**src/rtl/sensor_poll_scheduler.sv**
```systemverilog
// ---------------------------------------------------------------------------
// sensor_poll_scheduler
//   Periodically polls the GNSS receiver and then the altimeter over one
//   shared req/ack sensor bus, tracks consecutive non-answers per sensor,
//   fuses the two readings into one altitude sample and raises a sticky
//   emergency once both sensors are faulted.
//
// Ports
//   clk             system clock
//   rst             synchronous reset, active-high
//   enable_i        1 = polling active
//   bus_req_o       request to the shared sensor bus
//   bus_sel_o       0 = GNSS, 1 = altimeter (valid while bus_req_o = 1)
//   bus_ack_i       sensor answer strobe, honoured only while bus_req_o = 1
//   bus_data_i      sensor altitude, captured together with the ack
//   alt_o           fused altitude, held between updates
//   alt_valid_o     one-cycle strobe: alt_o has just been updated
//   sensor_fault_o  sticky fault flags: [0] GNSS, [1] altimeter
//   emergency_o     sticky: both sensors faulted, polling halted
//   busy_o          1 while a polling round is in progress
// ---------------------------------------------------------------------------
module sensor_poll_scheduler #(
   parameter int unsigned POLL_PERIOD = 1000,
   parameter int unsigned TIMEOUT     = 16,
   parameter int unsigned MAX_MISS    = 3,
   parameter int unsigned DIFF_TH     = 9
) (
   input  logic        clk,
   input  logic        rst,
   input  logic        enable_i,
   output logic        bus_req_o,
   output logic        bus_sel_o,
   input  logic        bus_ack_i,
   input  logic [15:0] bus_data_i,
   output logic [15:0] alt_o,
   output logic        alt_valid_o,
   output logic [1:0]  sensor_fault_o,
   output logic        emergency_o,
   output logic        busy_o
);

   localparam int unsigned CNT_W  = $clog2(POLL_PERIOD);
   localparam int unsigned TO_W   = $clog2(TIMEOUT + 1);
   localparam int unsigned MISS_W = $clog2(MAX_MISS + 1);

   typedef enum logic [2:0] {
      ST_IDLE  = 3'd0,
      ST_REQ_G = 3'd1,
      ST_REQ_A = 3'd2,
      ST_FUSE  = 3'd3,
      ST_HALT  = 3'd4
   } state_t;

   state_t              state_r, state_s;
   logic [CNT_W-1:0]    cnt_r;
   logic                tick_pending_r;
   logic                take_tick_s;
   logic [TO_W-1:0]     wcnt_r, wcnt_s;
   logic                done_r, done_s;
   logic [15:0]         g_r, g_s, a_r, a_s;
   logic                got_g_r, got_g_s, got_a_r, got_a_s;
   logic [MISS_W-1:0]   miss_g_r, miss_g_s, miss_a_r, miss_a_s;
   logic                bus_req_r, bus_req_s;
   logic                bus_sel_r, bus_sel_s;
   logic [15:0]         alt_r, alt_s;
   logic                alt_valid_r, alt_valid_s;
   logic [1:0]          fault_r, fault_s;
   logic                emerg_r, emerg_s;
   logic                busy_r, busy_s;
   logic [16:0]         sum_s;
   logic [15:0]         avg_s;
   logic                sum_lsb_unused_s;
   logic [15:0]         diff_s;
   logic                timeout_s;

   assign bus_req_o      = bus_req_r;
   assign bus_sel_o      = bus_sel_r;
   assign alt_o          = alt_r;
   assign alt_valid_o    = alt_valid_r;
   assign sensor_fault_o = fault_r;
   assign emergency_o    = emerg_r;
   assign busy_o         = busy_r;

   // 17-bit sum keeps the average exact even for readings near 0xFFFF
   assign sum_s                     = {1'b0, g_r} + {1'b0, a_r};
   assign {avg_s, sum_lsb_unused_s} = sum_s;
   assign diff_s    = (g_r >= a_r) ? (g_r - a_r) : (a_r - g_r);
   assign timeout_s = (wcnt_r == TO_W'(TIMEOUT - 1));

   // Period counter and one-deep pending tick; disabling clears both
   always_ff @(posedge clk) begin
      if (rst) begin
         cnt_r          <= '0;
         tick_pending_r <= 1'b0;
      end else if (!enable_i) begin
         cnt_r          <= '0;
         tick_pending_r <= 1'b0;
      end else if (cnt_r == CNT_W'(POLL_PERIOD - 1)) begin
         cnt_r          <= '0;
         tick_pending_r <= 1'b1;
      end else begin
         cnt_r <= cnt_r + CNT_W'(1);
         if (take_tick_s) begin
            tick_pending_r <= 1'b0;
         end else begin
            tick_pending_r <= tick_pending_r;
         end
      end
   end

   // State register plus all registered datapath values and outputs
   always_ff @(posedge clk) begin
      if (rst) begin
         state_r     <= ST_IDLE;
         wcnt_r      <= '0;
         done_r      <= 1'b0;
         g_r         <= 16'd0;
         a_r         <= 16'd0;
         got_g_r     <= 1'b0;
         got_a_r     <= 1'b0;
         miss_g_r    <= '0;
         miss_a_r    <= '0;
         bus_req_r   <= 1'b0;
         bus_sel_r   <= 1'b0;
         alt_r       <= 16'd0;
         alt_valid_r <= 1'b0;
         fault_r     <= 2'b00;
         emerg_r     <= 1'b0;
         busy_r      <= 1'b0;
      end else begin
         state_r     <= state_s;
         wcnt_r      <= wcnt_s;
         done_r      <= done_s;
         g_r         <= g_s;
         a_r         <= a_s;
         got_g_r     <= got_g_s;
         got_a_r     <= got_a_s;
         miss_g_r    <= miss_g_s;
         miss_a_r    <= miss_a_s;
         bus_req_r   <= bus_req_s;
         bus_sel_r   <= bus_sel_s;
         alt_r       <= alt_s;
         alt_valid_r <= alt_valid_s;
         fault_r     <= fault_s;
         emerg_r     <= emerg_s;
         busy_r      <= busy_s;
      end
   end

   // Next-state and next-output logic of the polling round
   always_comb begin
      state_s     = state_r;
      wcnt_s      = wcnt_r;
      done_s      = done_r;
      g_s         = g_r;
      a_s         = a_r;
      got_g_s     = got_g_r;
      got_a_s     = got_a_r;
      miss_g_s    = miss_g_r;
      miss_a_s    = miss_a_r;
      bus_req_s   = 1'b0;
      bus_sel_s   = bus_sel_r;
      alt_s       = alt_r;
      alt_valid_s = 1'b0;
      fault_s     = fault_r;
      emerg_s     = emerg_r;
      take_tick_s = 1'b0;

      case (state_r)
         ST_IDLE: begin
            if (tick_pending_r && !emerg_r) begin
               take_tick_s = 1'b1;
               got_g_s     = 1'b0;
               got_a_s     = 1'b0;
               wcnt_s      = '0;
               done_s      = 1'b0;
               bus_req_s   = 1'b1;
               if (fault_r[0]) begin
                  state_s   = ST_REQ_A;
                  bus_sel_s = 1'b1;
               end else begin
                  state_s   = ST_REQ_G;
                  bus_sel_s = 1'b0;
               end
            end else begin
               state_s = ST_IDLE;
            end
         end

         ST_REQ_G: begin
            if (done_r) begin
               // one cycle with the request low before talking to the altimeter
               done_s = 1'b0;
               wcnt_s = '0;
               if (fault_r[1]) begin
                  state_s = ST_FUSE;
               end else begin
                  state_s   = ST_REQ_A;
                  bus_req_s = 1'b1;
                  bus_sel_s = 1'b1;
               end
            end else if (bus_req_r && bus_ack_i) begin
               g_s      = bus_data_i;
               got_g_s  = 1'b1;
               miss_g_s = '0;
               done_s   = 1'b1;
            end else if (timeout_s) begin
               got_g_s = 1'b0;
               done_s  = 1'b1;
               if (miss_g_r != MISS_W'(MAX_MISS)) begin
                  miss_g_s = miss_g_r + MISS_W'(1);
               end else begin
                  miss_g_s = miss_g_r;
               end
               if (int'(miss_g_r) + 1 >= int'(MAX_MISS)) begin
                  fault_s[0] = 1'b1;
               end else begin
                  fault_s[0] = fault_r[0];
               end
            end else begin
               bus_req_s = 1'b1;
               wcnt_s    = wcnt_r + TO_W'(1);
            end
         end

         ST_REQ_A: begin
            if (bus_req_r && bus_ack_i) begin
               a_s      = bus_data_i;
               got_a_s  = 1'b1;
               miss_a_s = '0;
               state_s  = ST_FUSE;
            end else if (timeout_s) begin
               got_a_s = 1'b0;
               state_s = ST_FUSE;
               if (miss_a_r != MISS_W'(MAX_MISS)) begin
                  miss_a_s = miss_a_r + MISS_W'(1);
               end else begin
                  miss_a_s = miss_a_r;
               end
               if (int'(miss_a_r) + 1 >= int'(MAX_MISS)) begin
                  fault_s[1] = 1'b1;
               end else begin
                  fault_s[1] = fault_r[1];
               end
            end else begin
               bus_req_s = 1'b1;
               wcnt_s    = wcnt_r + TO_W'(1);
            end
         end

         ST_FUSE: begin
            if (got_g_r && got_a_r) begin
               alt_valid_s = 1'b1;
               if (diff_s <= 16'(DIFF_TH)) begin
                  alt_s = avg_s;
               end else begin
                  alt_s = g_r;
               end
            end else if (got_g_r) begin
               alt_valid_s = 1'b1;
               alt_s       = g_r;
            end else if (got_a_r) begin
               alt_valid_s = 1'b1;
               alt_s       = a_r;
            end else begin
               alt_valid_s = 1'b0;
            end
            if (fault_r == 2'b11) begin
               state_s = ST_HALT;
               emerg_s = 1'b1;
            end else begin
               state_s = ST_IDLE;
            end
         end

         ST_HALT: begin
            state_s = ST_HALT;
            emerg_s = 1'b1;
         end

         default: begin
            state_s = ST_IDLE;
         end
      endcase

      busy_s = (state_s != ST_IDLE);
   end

endmodule

```
**config.mk**
```make
export PLATFORM = sky130hd
export DESIGN_NAME = sensor_poll_scheduler
export DESIGN_NICKNAME = d
export VERILOG_FILES = /design/src/rtl/sensor_poll_scheduler.sv
export SDC_FILE = /design/constraint.sdc
export NUM_CORES = 1
export LEC_CHECK = 0
export CAP_MARGIN = 10
export CELL_PAD_IN_SITES_DETAIL_PLACEMENT = 0
export CELL_PAD_IN_SITES_GLOBAL_PLACEMENT = 2
export CORE_ASPECT_RATIO = 0.8
export CORE_MARGIN = 10
export CORE_UTILIZATION = 35
export CTS_CLUSTER_DIAMETER = 120
export DETAILED_ROUTE_END_ITERATION = 10
export PLACE_DENSITY = 0.79
export SLEW_MARGIN = 20
export SYNTH_ARGS = -nofsm -noshare
export SYNTH_HDL_FRONTEND = slang
export SYNTH_SLANG_ARGS = --single-unit
```
**constraint.sdc**
```tcl
create_clock -name clk -period 4.5 [get_ports clk]
set_input_delay 0.9 -clock clk [delete_from_list [all_inputs] [get_ports clk]]
set_output_delay 0.9 -clock clk [all_outputs]
set_load 0.02 [all_outputs]
```
==> results of run 1 <==
worst min-delay path by stage:
stage / start / endpoint / slack (ns)
floorplan: cnt_r[0] / cnt_r[0] / 0.42
global placement: cnt_r[0] / cnt_r[0] / 0.43
detailed placement: cnt_r[0] / cnt_r[0] / 0.45
CTS: cnt_r[0] / cnt_r[0] / 0.47
global route: wcnt_r[4] / wcnt_r[4] / 0.49
finish: cnt_r[0] / cnt_r[0] / 0.46
critical path: cells and delay by family, from the launching register on:
family	cells	cell delay (ns)
compound gates	5	1.57
simple gates	3	0.98
flops	1	0.46
buf+inv	2	0.38
fa+ha+maj	1	0.36
xor+xnor	1	0.18
mux	1	0.16
layout make-up:
class                           count  area [um2]  area share (%)
Inverter                           52         195            2.89
Multi-Input combinational cell    603        3870            57.5
Timing Repair Buffer               50         475            7.05
Clock inverter                      5        62.6           0.928
Tap cell                          220         275            4.08
Sequential cell                    81        1620            24.0
Clock buffer                       10         239            3.54
routing by layer:
metal | global-route usage, % | up-vias | routed length [um]
li1 | - | 2740 | -
met1 | 22.7 | 2617 | 8920
met2 | 23.3 | 76 | 7510
met3 | 3.23 | 7 | 662
met4 | 2.65 | 0 | 125
met5 | 0 | - | 0
state kept, by name, summed over array words and instances (netlist names), 2 cells and up:
| register | cells |
|---|---|
| alt_o | 16 |
| state_r | 3 |
| cnt_r | 10 |
| sensor_fault_o | 2 |
| miss_a_r | 2 |
| a_r | 16 |
| g_r | 16 |
| miss_g_r | 2 |
| wcnt_r | 5 |
synthesized netlist by cell type (4+ instances only):
master	n
nor3_1	15
o21a_1	18
nor2b_1	7
nand2b_1	13
o21ai_0	29
nand4_1	5
a211oi_1	4
a311oi_1	11
mux2i_1	7
nand3_1	21
a221oi_1	4
buf_4	5
a21o_1	8
nand2_1	104
xor2_1	11
nor4_1	11
dfxtp_1	81
clkbuf_1	27
ha_1	53
a21oi_1	73
nor3b_1	4
a31oi_1	11
inv_1	51
buf_2	8
and3_1	4
o31a_1	6
xnor2_1	20
o21bai_1	4
nor2_1	88
or3b_1	10
kinds of logic after synthesis:
| family | count (synthesis) | synth area share, % |
|---|---|---|
| and+or+nand+nor | 302 | 24.1 |
| DFF | 81 | 27.5 |
| muxes | 9 | 1.57 |
| adders and majority gates | 56 | 12.3 |
| buffers and inverters | 95 | 6.92 |
| AOI/OAI and AO/OA | 205 | 23.1 |
| xor gates and xnor gates | 31 | 4.60 |
through the flow:
step                hold WS, ns  util, %  power (mW)  instance area [um2]  setup slack (ns)
global route              0.493     40.7        1.58                 6740            0.0622
floorplan                 0.418        -       0.746                 5900             0.766
CTS                       0.465     40.7        1.54                 6740             0.312
detailed placement        0.449     38.9       0.771                 6440             0.348
finish                    0.456     40.7        1.53                 6740             0.310
global placement          0.429     38.9       0.770                 6440             0.533
power by group:
part / switching [mW] / internal [mW] / leakage, nW
clock network: 0.325 / 0.446 / 0.142
registers: 0.000601 / 0.717 / 0.652
logic: 0.0192 / 0.0167 / 1.67
==> flow_summary_export.csv, run 1 <==
group,metric,value,unit
run_status,status,"completed",
timing,finalMaxSlewViolations,0,
floorplan,design.core.area,0.0166,mm2
floorplan,die_x,165,um
synthesis,synth_fp_nets,855,
synthesis,synth_cells,779,
critical_path,timing.rr.start,"g_r[1]",
detailed_routing,drt_iter0_drc,349,
min_path,hold_path_class,"reg2reg",
clock_network,clockBufferDepth,2,
place,portBuffers,42,
synthesis,synth_area_leaders,"dfxtp_1 27%, ha_1 11%, nand2_1 6.6%",
global_route,grt_use_total,15.6,%
cells_and_area,fin_cells,1021,
detailed_routing,viasPerCell,5.33,
place,gp_congestion,0.838,
clock_network,clockRootBuffer,"clkbuf_16",
detailed_routing,vias,5440,
critical_path,r2r-end,"alt_o[11]",
critical_path,path_class,"reg2reg",
critical_path,required,4.75,ns
timing,hold_violations,0,
cells_and_area,area_growth,14.3,%
timing,fin_crit,4.19,ns
clock_network,htreeDepth,3,
critical_path,slowest_stage,"dfxtp_1",
floorplan,row_count,42,
timing,finalCritPeriodShare,93.1,%
timing,tns,0,ns
critical_path,arrival,4.44,ns
critical_path,r2r_cells,13,
detailed_routing,first_pass_iters,5,
critical_path,cp_max_fo,16,
detailed_routing,drc_errors,0,
clock_network,cts_setup_buffers,0,
clock_network,clk-insertion-delay-late,0.35,ns
floorplan,dieArea,0.0225,mm2
clock_network,cts_buffers,9,
global_route,grt_pass1_vias,5259,
clock_network,cts.sinks,81,
timing,slew_headroom,40.2,%
power,p_leak,2.47,nW
synthesis,synth-async-reset-ratio,0,%
critical_path,cpPeakStageDelay,0.46,ns
critical_path,cp_cell_sequence,"inv_1, ha_1, nor2b_1, o31ai_1, a31oi_1, a221oi_1, mux2i_1, a311o_1, xnor2_1, or3_1, buf_4, or3b_1, a311oi_1",
synthesis,yosysUniqueCellTypes,70,
global_route,grt_max_degree,51,
detailed_routing,wirelength,17200,um
critical_path,timing.critical_path.to,"alt_o[11]",
floorplan,io-pin-count,43,
synthesis,ys_warn_count,0,
detailed_routing,final_antenna_net_count,0,
floorplan,initial_core_util,35.6,%
timing,setup_viol,0,
timing,worstMarginPinSlew,0.897,ns
cells_and_area,layout_common_cells,"104 x nand2_1, 88 x nor2_1, 81 x dfxtp_1",
synthesis,ys_seq_elements,81,
cells_and_area,layout-drive-gt1-share,5.62,%
place,dp_hpwl,12800,um
power,p_per_area,226,mW/mm2
critical_path,rrSetupSlack,0.31,ns
synthesis,synth.avg_cell_area,7.57,um2
critical_path,cp-end-kind,"register",
synthesis,synthFlopType,"dfxtp_1",
power,vdd_drop_max,0.244,mV
synthesis,syn_area,0.00590,mm2
cells_and_area,antenna_cells,0,
floorplan,fp.dieH,136,um
global_route,grt-ovfl-total,0,
clock_network,cts_resized,0,
global_route,antenna_found_initial,0,
global_route,grt_pass1_wl,28300,um
cells_and_area,n_fill_cell,1711,
min_path,hold-path-cell-count,1,
clock_network,holdBufCountCts,0,
cells_and_area,nets,873,
synthesis,synth_enable_flop_cells,0,
critical_path,critical_path.startpoint,"g_r[1]",
timing,clock.fmax,239,MHz
synthesis,seq_area_frac_synth,27.5,%
timing,rsz0062_at_grt,"no",
timing,skew,0.00989,ns
clock_network,cts_tree,"yes",
place,dpl.cell_count,1006,
synthesis,synth_area_leader_cell,"dfxtp_1",
critical_path,startpoint_type,"register",
synthesis,synth_top_area_share,27.5,%
clock_network,path_clk_slew,0.07,ns
job,maxCapViolations,0,
detailed_routing,wl_per_cell,16.9,um
cells_and_area,final_common_cell,"nand2_1",
(Power assumes the default switching activity.)
==> run 2: changes to the inputs <==
--- a/config.mk
+++ b/config.mk
@@ -9,7 +9,7 @@
 export CELL_PAD_IN_SITES_DETAIL_PLACEMENT = 0
 export CELL_PAD_IN_SITES_GLOBAL_PLACEMENT = 2
 export CORE_ASPECT_RATIO = 0.8
-export CORE_MARGIN = 10
+export CORE_MARGIN = 2
 export CORE_UTILIZATION = 35
 export CTS_CLUSTER_DIAMETER = 120
 export DETAILED_ROUTE_END_ITERATION = 10
@@ -18,3 +18,4 @@
 export SYNTH_ARGS = -nofsm -noshare
 export SYNTH_HDL_FRONTEND = slang
 export SYNTH_SLANG_ARGS = --single-unit
+export TNS_END_PERCENT = 30
==> flow_summary_export.csv, run 2 (synthesized netlist as in run 1, its figures left out) <==
group,metric,value,unit
global_route,grt_pass1_wl,26900,um
clock_network,cts_setup_buffers,0,
clock_network,holdBufCountCts,0,
detailed_routing,met1_length,8620,um
critical_path,critical_path.startpoint,"g_r[1]",
clock_network,clockBufferDepth,2,
detailed_routing,final_antenna_net_count,0,
job,maxCapViolations,0,
global_route,antenna_found_initial,0,
timing,skew,0.00510,ns
critical_path,r2r_cells,13,
cells_and_area,layout_common_cells,"104 x nand2_1, 88 x nor2_1, 81 x dfxtp_1",
detailed_routing,wl_per_cell,16.1,um
clock_network,clk-insertion-delay-late,0.34,ns
clock_network,cts.sinks,81,
power,p_leak,2.49,nW
detailed_routing,route.met3.wl,673,um
place,gp_congestion,0.839,
detailed_routing,viasPerCell,5.29,
clock_network,cts_buffers,9,
detailed_routing,dr.max_layer_used,"met4",
floorplan,row_count,42,
cells_and_area,final_common_cell,"nand2_1",
timing,setup_viol,0,
global_route,grt_use_total,19.0,%
timing,tns,0,ns
timing,fin_crit,4.12,ns
min_path,min_from,"cnt_r[0]",
min_path,hold_path_class,"reg2reg",
global_route,grt_max_degree,40,
place,dp_hpwl,12600,um
cells_and_area,nets,873,
floorplan,dieArea,0.0179,mm2
timing,clock.fmax,243,MHz
detailed_routing,first_pass_iters,5,
cells_and_area,fin_cells,1022,
detailed_routing,drc_errors,0,
place,portBuffers,42,
cells_and_area,layout-drive-gt1-share,5.74,%
cells_and_area,antenna_cells,0,
clock_network,path_clk_slew,0.06,ns
critical_path,arrival,4.37,ns
place,dpl.cell_count,1006,
detailed_routing,wirelength,16400,um
floorplan,design.core.area,0.0165,mm2
run_status,status,"completed",
min_path,hold-path-cell-count,1,
detailed_routing,vias,5410,
clock_network,htreeDepth,3,
critical_path,timing.rr.start,"g_r[1]",
global_route,grt-ovfl-total,0,
timing,finalMaxSlewViolations,0,
detailed_routing,drt_iter0_drc,285,
timing,finalCritPeriodShare,91.6,%
critical_path,cp-end-kind,"register",
timing,rsz0062_at_grt,"no",
floorplan,fp.dieH,120,um
clock_network,clockRootBuffer,"clkbuf_16",
detailed_routing,wl_met2,7040,um
critical_path,cp_max_fo,18,
min_path,holdPathEnd,"cnt_r[0]",
critical_path,startpoint_type,"register",
floorplan,initial_core_util,35.7,%
clock_network,cts_tree,"yes",
floorplan,die_x,149,um
critical_path,r2r-end,"alt_o[0]",
critical_path,path_class,"reg2reg",
power,vdd_drop_max,0.250,mV
timing,worstMarginPinSlew,0.832,ns
critical_path,required,4.74,ns
critical_path,rrSetupSlack,0.38,ns
cells_and_area,area_growth,14.7,%
power,p_per_area,230,mW/mm2
timing,slew_headroom,44.4,%
global_route,grt_pass1_vias,5170,
clock_network,cts_resized,0,
floorplan,io-pin-count,43,
timing,hold_violations,0,
## run 2: layout make-up
type                            instances  area [um2]
Clock inverter                          7         100
Sequential cell                        81        1620
Clock buffer                            9         225
Multi-Input combinational cell        603        3870
Tap cell                              220         275
Timing Repair Buffer                   50         475
Fill cell                            1752        9730
Inverter                               52         195
## run 2: per-stage QoR
stage          utilization [%]  total power, mW  hold WS (ns)  setup WS, ns  area (um2)
5_1_grt                   41.0             1.62         0.462         0.141        6770
6_report                  41.0             1.56         0.445         0.378        6770
4_1_cts                   41.0             1.59         0.450         0.377        6770
3_5_place_dp              39.0            0.769         0.436         0.426        6440
2_1_floorplan                -            0.746         0.418         0.766        5900
3_3_place_gp              39.0            0.769         0.428         0.525        6440
## run 2: critical path, cell delays in order, from the launching register on
cell,delay [ns]
dfxtp_1,0.45
inv_1,0.16
ha_1,0.36
nor2b_1,0.15
o31ai_1,0.34
a31oi_1,0.25
a221oi_1,0.33
mux2i_1,0.15
a311o_1,0.38
xnor2_1,0.17
or3_1,0.41
buf_4,0.22
or3b_1,0.37
a311oi_1,0.27
## run 2: worst max path at each step
| stage | end | cells after the start |
|---|---|---|
| 2_1_floorplan | alt_o[12] | 17 |
| 4_1_cts | alt_o[0] | 13 |
| 3_5_place_dp | alt_o[1] | 16 |
| 6_report | alt_o[0] | 13 |
| 5_1_grt | alt_o[6] | 16 |
| 3_3_place_gp | alt_o[0] | 16 |
## run 2: report_power, final
part	switching, mW	internal [mW]	leakage (nW)
registers	0.000571	0.718	0.652
clock network	0.316	0.491	0.160
logic	0.0176	0.0167	1.67
total	0.334	1.23	2.49
## run 2: per-layer routing
metal,up-vias,GRT usage (%)
li1,2739,-
met1,2573,27.9
met2,90,28.4
met3,8,4.30
met4,0,3.87
met5,-,0
==> run 3: changes to the inputs <==
--- a/config.mk
+++ b/config.mk
@@ -13,6 +13,7 @@
 export CORE_UTILIZATION = 35
 export CTS_CLUSTER_DIAMETER = 120
 export DETAILED_ROUTE_END_ITERATION = 10
+export GPL_ROUTABILITY_DRIVEN = 0
 export PLACE_DENSITY = 0.79
 export SLEW_MARGIN = 20
 export SYNTH_ARGS = -nofsm -noshare
==> results of run 3 <==
The final DEF is identical to that of run 2; final timing and power are the same.
